`src/rtl/pwm_duty_sched_pkg.sv`:
```
// -----------------------------------------------------------------------------
// pwm_pkg
// Shared types and constants for the PWM duty scheduler.
//   sched_state_t : scheduler state encoding
//   DUTY_ZERO     : 11-bit duty code that produces zero torque at the H-bridge
// -----------------------------------------------------------------------------
package pwm_pkg;

    typedef enum logic [1:0] {IDLE, RUN, RAMP_DN, FAULT} sched_state_t;

    localparam logic [10:0] DUTY_ZERO = 11'h400;

endpackage

```
`src/rtl/pwm_duty_sched_if.sv`:
```
// -----------------------------------------------------------------------------
// pwm_duty_sched_if
// Bundle between the scheduler and its surroundings.
//   en, duty_req           : drive request and signed torque request
//   PWM_synch, ovr_I_blank : period boundary pulse and blanking window (PWM11)
//   OVR_I, clr_fault       : over-current comparator and fault clear pulse
//   duty, fault, running   : registered scheduler outputs
// master drives requests and observes outputs; slave is the scheduler.
// -----------------------------------------------------------------------------
interface pwm_duty_sched_if;

    logic               en;
    logic signed [11:0] duty_req;
    logic               PWM_synch;
    logic               ovr_I_blank;
    logic               OVR_I;
    logic               clr_fault;
    logic [10:0]        duty;
    logic               fault;
    logic               running;

    modport master (
        output en, duty_req, PWM_synch, ovr_I_blank, OVR_I, clr_fault,
        input  duty, fault, running
    );

    modport slave (
        input  en, duty_req, PWM_synch, ovr_I_blank, OVR_I, clr_fault,
        output duty, fault, running
    );

endinterface

```
`src/rtl/pwm_duty_sched_duty_slew.sv`:
```
// -----------------------------------------------------------------------------
// duty_slew
// Combinational clamp + slew step.
//   i_duty_req  : signed torque request
//   i_sel_zero  : 1 -> effective target is DUTY_ZERO, 0 -> clamped request
//   i_duty      : current registered duty
//   o_next_duty : duty after one slew-limited step toward the effective target
// -----------------------------------------------------------------------------
module duty_slew
    import pwm_pkg::*;
#(
    parameter logic [10:0] SLEW_STEP = 11'd32,
    parameter logic [10:0] MAX_MAG   = 11'd960
) (
    input  logic signed [11:0] i_duty_req,
    input  logic               i_sel_zero,
    input  logic        [10:0] i_duty,
    output logic        [10:0] o_next_duty
);

    logic signed [11:0] w_mag_pos;
    logic signed [11:0] w_mag_neg;
    logic signed [11:0] w_step_pos;
    logic signed [11:0] w_step_neg;
    logic signed [11:0] w_clamped;
    logic signed [11:0] w_tgt;
    logic signed [11:0] w_tgt_eff;
    logic signed [11:0] w_duty_s;
    logic signed [11:0] w_diff;
    logic signed [11:0] w_next;
    logic               w_unused_msb;

    assign w_mag_pos  = signed'({1'b0, MAX_MAG});
    assign w_mag_neg  = -w_mag_pos;
    assign w_step_pos = signed'({1'b0, SLEW_STEP});
    assign w_step_neg = -w_step_pos;

    // -2048 compares below -MAX_MAG, so it clamps like any other large negative.
    always_comb begin
        w_clamped = i_duty_req;
        if (i_duty_req > w_mag_pos) begin
            w_clamped = w_mag_pos;
        end else if (i_duty_req < w_mag_neg) begin
            w_clamped = w_mag_neg;
        end
    end

    assign w_tgt     = signed'({1'b0, DUTY_ZERO}) + w_clamped;
    assign w_tgt_eff = i_sel_zero ? signed'({1'b0, DUTY_ZERO}) : w_tgt;
    assign w_duty_s  = signed'({1'b0, i_duty});
    // Both operands lie in [0, 2047], so the 12-bit signed difference cannot wrap.
    assign w_diff    = w_tgt_eff - w_duty_s;

    always_comb begin
        w_next = w_tgt_eff;
        if (w_diff > w_step_pos) begin
            w_next = w_duty_s + w_step_pos;
        end else if (w_diff < w_step_neg) begin
            w_next = w_duty_s - w_step_pos;
        end
    end

    // The step result is always inside the legal duty range, so bit 11 is zero.
    assign o_next_duty  = w_next[10:0];
    assign w_unused_msb = w_next[11];

endmodule

```
`src/rtl/pwm_duty_sched.sv`:
```
// -----------------------------------------------------------------------------
// pwm_duty_sched
// Per-channel duty scheduler in front of one PWM11 H-bridge. Converts a signed
// torque request to an 11-bit duty (0x400 = zero torque), steps duty only at
// PWM period boundaries with slew limiting, sequences enable/disable ramps and
// latches an over-current fault.
//   clk, rst : system clock, synchronous active-high reset
//   bus      : pwm_duty_sched_if.slave (requests in, duty/fault/running out)
// -----------------------------------------------------------------------------
module pwm_duty_sched
    import pwm_pkg::*;
#(
    parameter logic [10:0] SLEW_STEP = 11'd32,
    parameter logic [10:0] MAX_MAG   = 11'd960,
    parameter logic [3:0]  OVR_LIMIT = 4'd8
) (
    input  logic               clk,
    input  logic               rst,
    pwm_duty_sched_if.slave    bus
);

    sched_state_t r_state;
    logic [10:0]  r_duty;
    logic         r_fault;
    logic         r_running;
    logic [3:0]   r_ovr_cnt;
    logic         r_ovr_seen;

    logic         w_active;
    logic         w_ovr_evt;
    logic         w_ovr_hit;
    logic [3:0]   w_cnt_inc;
    logic [3:0]   w_cnt_next;
    logic         w_trip;
    logic [10:0]  w_next_duty;

    assign w_active   = (r_state == RUN) || (r_state == RAMP_DN);
    assign w_ovr_evt  = bus.OVR_I && !bus.ovr_I_blank && w_active;
    // An event coincident with PWM_synch belongs to the period that is ending.
    assign w_ovr_hit  = r_ovr_seen || w_ovr_evt;
    assign w_cnt_inc  = (r_ovr_cnt >= OVR_LIMIT) ? OVR_LIMIT : r_ovr_cnt + 4'd1;
    assign w_cnt_next = w_ovr_hit ? w_cnt_inc : 4'd0;
    assign w_trip     = w_active && w_ovr_hit && (w_cnt_inc == OVR_LIMIT);

    // The en level at the boundary picks the target, so the IDLE->RUN boundary
    // already steps toward the request and RUN->RAMP_DN already steps to zero.
    duty_slew #(
        .SLEW_STEP (SLEW_STEP),
        .MAX_MAG   (MAX_MAG)
    ) u_duty_slew (
        .i_duty_req  (bus.duty_req),
        .i_sel_zero  (!bus.en),
        .i_duty      (r_duty),
        .o_next_duty (w_next_duty)
    );

    always_ff @(posedge clk) begin
        if (rst) begin
            r_state    <= IDLE;
            r_duty     <= DUTY_ZERO;
            r_fault    <= 1'b0;
            r_running  <= 1'b0;
            r_ovr_cnt  <= 4'd0;
            r_ovr_seen <= 1'b0;
        end else begin
            if (bus.PWM_synch) begin
                r_ovr_seen <= 1'b0;
                r_ovr_cnt  <= w_cnt_next;
            end else if (w_ovr_evt) begin
                r_ovr_seen <= 1'b1;
            end

            case (r_state)
                IDLE: begin
                    if (bus.PWM_synch) begin
                        r_duty <= w_next_duty;
                        if (bus.en) begin
                            r_state   <= RUN;
                            r_running <= 1'b1;
                        end
                    end
                end
                RUN, RAMP_DN: begin
                    if (bus.PWM_synch) begin
                        if (w_trip) begin
                            r_state   <= FAULT;
                            r_duty    <= DUTY_ZERO;
                            r_fault   <= 1'b1;
                            r_running <= 1'b0;
                        end else begin
                            r_duty <= w_next_duty;
                            if (bus.en) begin
                                r_state   <= RUN;
                                r_running <= 1'b1;
                            end else if (r_state == RUN || w_next_duty != DUTY_ZERO) begin
                                r_state   <= RAMP_DN;
                                r_running <= 1'b0;
                            end else begin
                                r_state   <= IDLE;
                                r_running <= 1'b0;
                            end
                        end
                    end
                end
                FAULT: begin
                    r_duty <= DUTY_ZERO;
                    if (bus.clr_fault) begin
                        r_state   <= IDLE;
                        r_fault   <= 1'b0;
                        r_ovr_cnt <= 4'd0;
                    end
                end
                default: begin
                    r_state <= IDLE;
                end
            endcase
        end
    end

    assign bus.duty    = r_duty;
    assign bus.fault   = r_fault;
    assign bus.running = r_running;

endmodule

```
`src/flat_wrapper.sv`:
```
// flat-port wrapper written by rule: the top's interface ports become plain ports
module pwm_duty_sched_flat import pwm_pkg::*;
#(
    parameter logic [10:0] SLEW_STEP = 11'd32,
    parameter logic [10:0] MAX_MAG   = 11'd960,
    parameter logic [3:0]  OVR_LIMIT = 4'd8
)
  (clk, rst, bus_en, bus_duty_req, bus_PWM_synch, bus_ovr_I_blank, bus_OVR_I, bus_clr_fault, bus_duty, bus_fault, bus_running);
  pwm_duty_sched_if bus_i ();
  input  logic clk;
  input  logic rst;
  input wire logic [$bits(bus_i.en)-1:0] bus_en;
  input wire logic [$bits(bus_i.duty_req)-1:0] bus_duty_req;
  input wire logic [$bits(bus_i.PWM_synch)-1:0] bus_PWM_synch;
  input wire logic [$bits(bus_i.ovr_I_blank)-1:0] bus_ovr_I_blank;
  input wire logic [$bits(bus_i.OVR_I)-1:0] bus_OVR_I;
  input wire logic [$bits(bus_i.clr_fault)-1:0] bus_clr_fault;
  output wire logic [$bits(bus_i.duty)-1:0] bus_duty;
  output wire logic [$bits(bus_i.fault)-1:0] bus_fault;
  output wire logic [$bits(bus_i.running)-1:0] bus_running;
  assign bus_i.en = bus_en;
  assign bus_i.duty_req = bus_duty_req;
  assign bus_i.PWM_synch = bus_PWM_synch;
  assign bus_i.ovr_I_blank = bus_ovr_I_blank;
  assign bus_i.OVR_I = bus_OVR_I;
  assign bus_i.clr_fault = bus_clr_fault;
  assign bus_duty = bus_i.duty;
  assign bus_fault = bus_i.fault;
  assign bus_running = bus_i.running;
  pwm_duty_sched #(.SLEW_STEP(SLEW_STEP), .MAX_MAG(MAX_MAG), .OVR_LIMIT(OVR_LIMIT)) u_core (.clk(clk), .rst(rst), .bus(bus_i));
endmodule
```
`config.mk`:
```
export PLATFORM = sky130hd
export DESIGN_NAME = pwm_duty_sched_flat
export DESIGN_NICKNAME = d
export VERILOG_FILES = /design/src/rtl/pwm_duty_sched_pkg.sv /design/src/rtl/pwm_duty_sched_if.sv /design/src/rtl/pwm_duty_sched_duty_slew.sv /design/src/rtl/pwm_duty_sched.sv /design/src/flat_wrapper.sv
export SDC_FILE = /design/constraint.sdc
export NUM_CORES = 1
export LEC_CHECK = 0
export BUFFER_PORTS_ARGS = -buffer_cell sky130_fd_sc_hd__buf_2
export CAP_MARGIN = 40
export CORE_ASPECT_RATIO = 1.4
export CORE_MARGIN = 5
export CORE_UTILIZATION = 55
export DETAILED_ROUTE_END_ITERATION = 10
export PLACE_DENSITY = 0.89
export SLEW_MARGIN = 20
export SYNTH_ARGS = -nofsm -noshare
export SYNTH_HDL_FRONTEND = slang
export SYNTH_HIERARCHICAL = 1
export SYNTH_SLANG_ARGS = --single-unit
```
`constraint.sdc`:
```
create_clock -name clk -period 5.5 [get_ports clk]
set_input_delay 0.55 -clock clk [delete_from_list [all_inputs] [get_ports clk]]
set_output_delay 0.55 -clock clk [all_outputs]
set_load 0.1 [all_outputs]
```
==> results.ini <==
[timing]
setup_tns_ps=0
slew_headroom_pct=58.6
finalHoldViolCount=0
min_period_over_period_pct=93.8
worst_pin_slew_ps=617
rsz0062_at_grt=false
setup_viol=0
slew_violations=0
max_freq_mhz=194
fin_crit_ps=5160
skew_ps=6.28
fin_ws_ps=339

[detailed_routing]
drt-total-wl_um=6010
drt_first_iter_violations=113
vias=2270
drcViolationCount=0
vias_per_cell=6.41
ant_nets=0
drtPass1Iterations=5
post_drt_wl_per_cell_um=17.0

[global_route]
grt_max_degree=19
grtUsageTotal_pct=21.9
grt_pass1_wl_um=10000
grt_pass1_vias=2272
antenna_found_initial=0
grt_overflow_total=0

[floorplan]
placementRows=27
dieArea_sq_mm=0.00544
die_x_um=63.8
io_pins=32
core_sq_mm=0.00392
die_y_um=85.3
start_util_pct=56.8

[run]
drv_cap=0

[finish]
mostFrequentLayoutCells=31 x buf_2, 24 x inv_1, 22 x a21oi_1
mostFrequentLayoutCell=buf_2
nNetsFinal=351
syn2layout_area_growth_pct=12.3
stdcell_count=354
design_area_sq_mm=0.00250
ff_latch_area_sq_um=400
drive_gt1_share_pct=19.9
fillers=340
multi_input_area_sq_mm=0.00171
antennaDiodeCount=0

[synthesis]
synth.net_count=318
synth-xor-area-share_pct=3.93
synth_fa_ha_area_share_pct=11.6
synthFlopType=dfxtp_1
synth_seq_cells=20
synth_warnings=6
syn_avg_cell_area_sq_um=7.98
ys_seq_area_share_pct=18.0
synth_cells=279
synth_top_family_by_area=compound AO/OA/AOI/OAI gates
synth-edff-count=0
synth_compound_area_share_pct=30.7
synthArstFlopShare_pct=0
synth-simple-area-share_pct=25.3
synth_area_sq_mm=0.00223
ys_types=63
synthMuxAreaShare_pct=4.49

[clocking]
htreeDepth=1
cts_tree=done
cts_buffers=3
clockBufferDepth=2
clk_pin_slew_worst_paths_ps=80
hold_buffers=0
cts_sinks=20
clkLatencyLatePin_ps=260
cts_root_buffer=clkbuf_8

[critical_path]
r2r_setup_slack_ps=1470
crit_path_max_fanout=10
crit_type=in -> reg
start_kind=input pin
endpoint_kind=register
worstPathRequired_ps=5650
cp_data_arrival_time_ps=5310

[placed_design]
hpwl_um=4680
place_ws_ps=15.7
dpl.cell_count=350
numPortBuffers=31
dpl-instance-area_sq_mm=0.00241
place_congestion=0.991

[pwr]
ir_drop_v=0.000381
p_per_area_mw_per_mm2=474
p_leak_nw=1.07

[status]
status=finished clean

[min_path]
hold_path_class=reg -> reg

through the flow:
step / power [mW] / hold WS, ps / util, %
2_1_floorplan: 0.860 / 467 / -
3_3_place_gp: 0.988 / 456 / 61.6
3_5_place_dp: 0.999 / 454 / 61.6
4_1_cts: 1.15 / 481 / 63.4
5_1_grt: 1.26 / 505 / 63.8
6_report: 1.19 / 483 / 63.8
registers in the layout, summed over array words and instances, names as in the netlist:
| name | cells |
|---|---|
| u_core/bus.running | 1 |
| u_core/bus.duty | 11 |
| u_core/bus.fault | 1 |
| u_core/r_ovr_seen | 1 |
| u_core/r_state | 2 |
| u_core/r_ovr_cnt | 4 |
cell usage after synthesis, types with 2 or more instances:
master | count | area, sq um
inv_1 | 24 | 90.1
a21oi_1 | 22 | 110
nor2_1 | 21 | 78.8
dfxtp_1 | 20 | 400
ha_1 | 19 | 238
o21ai_0 | 15 | 75.1
nand2_1 | 14 | 52.6
a22o_1 | 10 | 87.6
nand2b_1 | 10 | 62.6
a221oi_1 | 8 | 70.1
and2_1 | 6 | 37.5
nand3_1 | 6 | 30.0
xnor2_1 | 6 | 52.6
a31oi_1 | 5 | 31.3
nor2b_1 | 5 | 31.3
a211o_1 | 4 | 35.0
mux2_2 | 4 | 45.0
mux2i_1 | 4 | 40.0
nor3_1 | 4 | 20.0
nor4_1 | 4 | 25.0
or2_2 | 4 | 25.0
xor2_1 | 4 | 35.0
a21o_1 | 3 | 22.5
buf_2 | 3 | 15.0
nand3b_1 | 3 | 22.5
o32ai_1 | 3 | 26.3
a2bb2oi_1 | 2 | 17.5
and3_4 | 2 | 22.5
buf_6 | 2 | 22.5
nand4_1 | 2 | 12.5
nand4b_1 | 2 | 17.5
nor3b_1 | 2 | 15.0
o2111ai_1 | 2 | 17.5
o21bai_1 | 2 | 15.0
o221ai_1 | 2 | 17.5
o2bb2ai_1 | 2 | 17.5
or4_1 | 2 | 15.0
path summary, 6_finish.rpt:
| kind | start | endpoint | depth (start not counted) |
|---|---|---|---|
| max | bus_duty_req[9] | u_core/r_state[1]$_SDFFE_PP0P_ | 18 |
| min | u_core/bus.fault$_SDFFE_PP0P_ | u_core/bus.fault$_SDFFE_PP0P_ | 1 |
| max reg2reg | u_core/bus.duty[6]$_SDFFE_PP0P_ | u_core/r_state[1]$_SDFFE_PP0P_ | 15 |
| min reg2reg | u_core/bus.fault$_SDFFE_PP0P_ | u_core/bus.fault$_SDFFE_PP0P_ | 1 |
area by class of cell:
cell class / count / share of cell area (%)
multi-input cells: 229 / 68.3
flip-flops and latches: 20 / 16.0
repair buffers: 34 / 7.10
inverters: 24 / 3.60
well taps: 43 / 2.15
clock buffers: 3 / 1.65
clock inverters: 1 / 1.20
metal layers:
layer	vias to the layer above	global-route usage (%)	routed length (um)	share of wire, %
li1	1108	-	-	-
met3	26	2.12	331	5.5
met1	1038	24.1	2260	38
met4	0	10.8	190	3.2
met2	98	40.5	3220	54
met5	-	0	0	0
critical path, cell delays in order:
cell	delay (ps)
buf_2	110
or4_1	510
nand3_1	100
ha_1	300
nand2b_1	180
a21oi_1	340
ha_1	400
and3_4	230
and3_4	180
or4_4	510
and2_4	180
o41a_1	500
a221oi_1	340
o221ai_1	220
nor4b_2	250
a31oi_1	120
o21ai_0	190
a21oi_1	90
where the power goes:
| part | switching [mW] | total (mW) | internal, mW |
|---|---|---|---|
| combinational | 0.536 | 0.841 | 0.306 |
| clock | 0.0497 | 0.147 | 0.0971 |
| sequential | 0.0321 | 0.198 | 0.166 |
cell families after synthesis:
kind of cell	after synthesis
AOI/OAI and AO/OA	93
xor gates and xnor gates	10
adders and majority gates	20
buffers and inverters	30
DFF	20
muxes	9
and+or+nand+nor	97
what timing repair did:
action | CTS | global route
buffers inserted | 0 | 0
gates resized for setup | 0 | 3
endpoints found under the setup margin | 0 | 1
(Power assumes the default switching activity.)
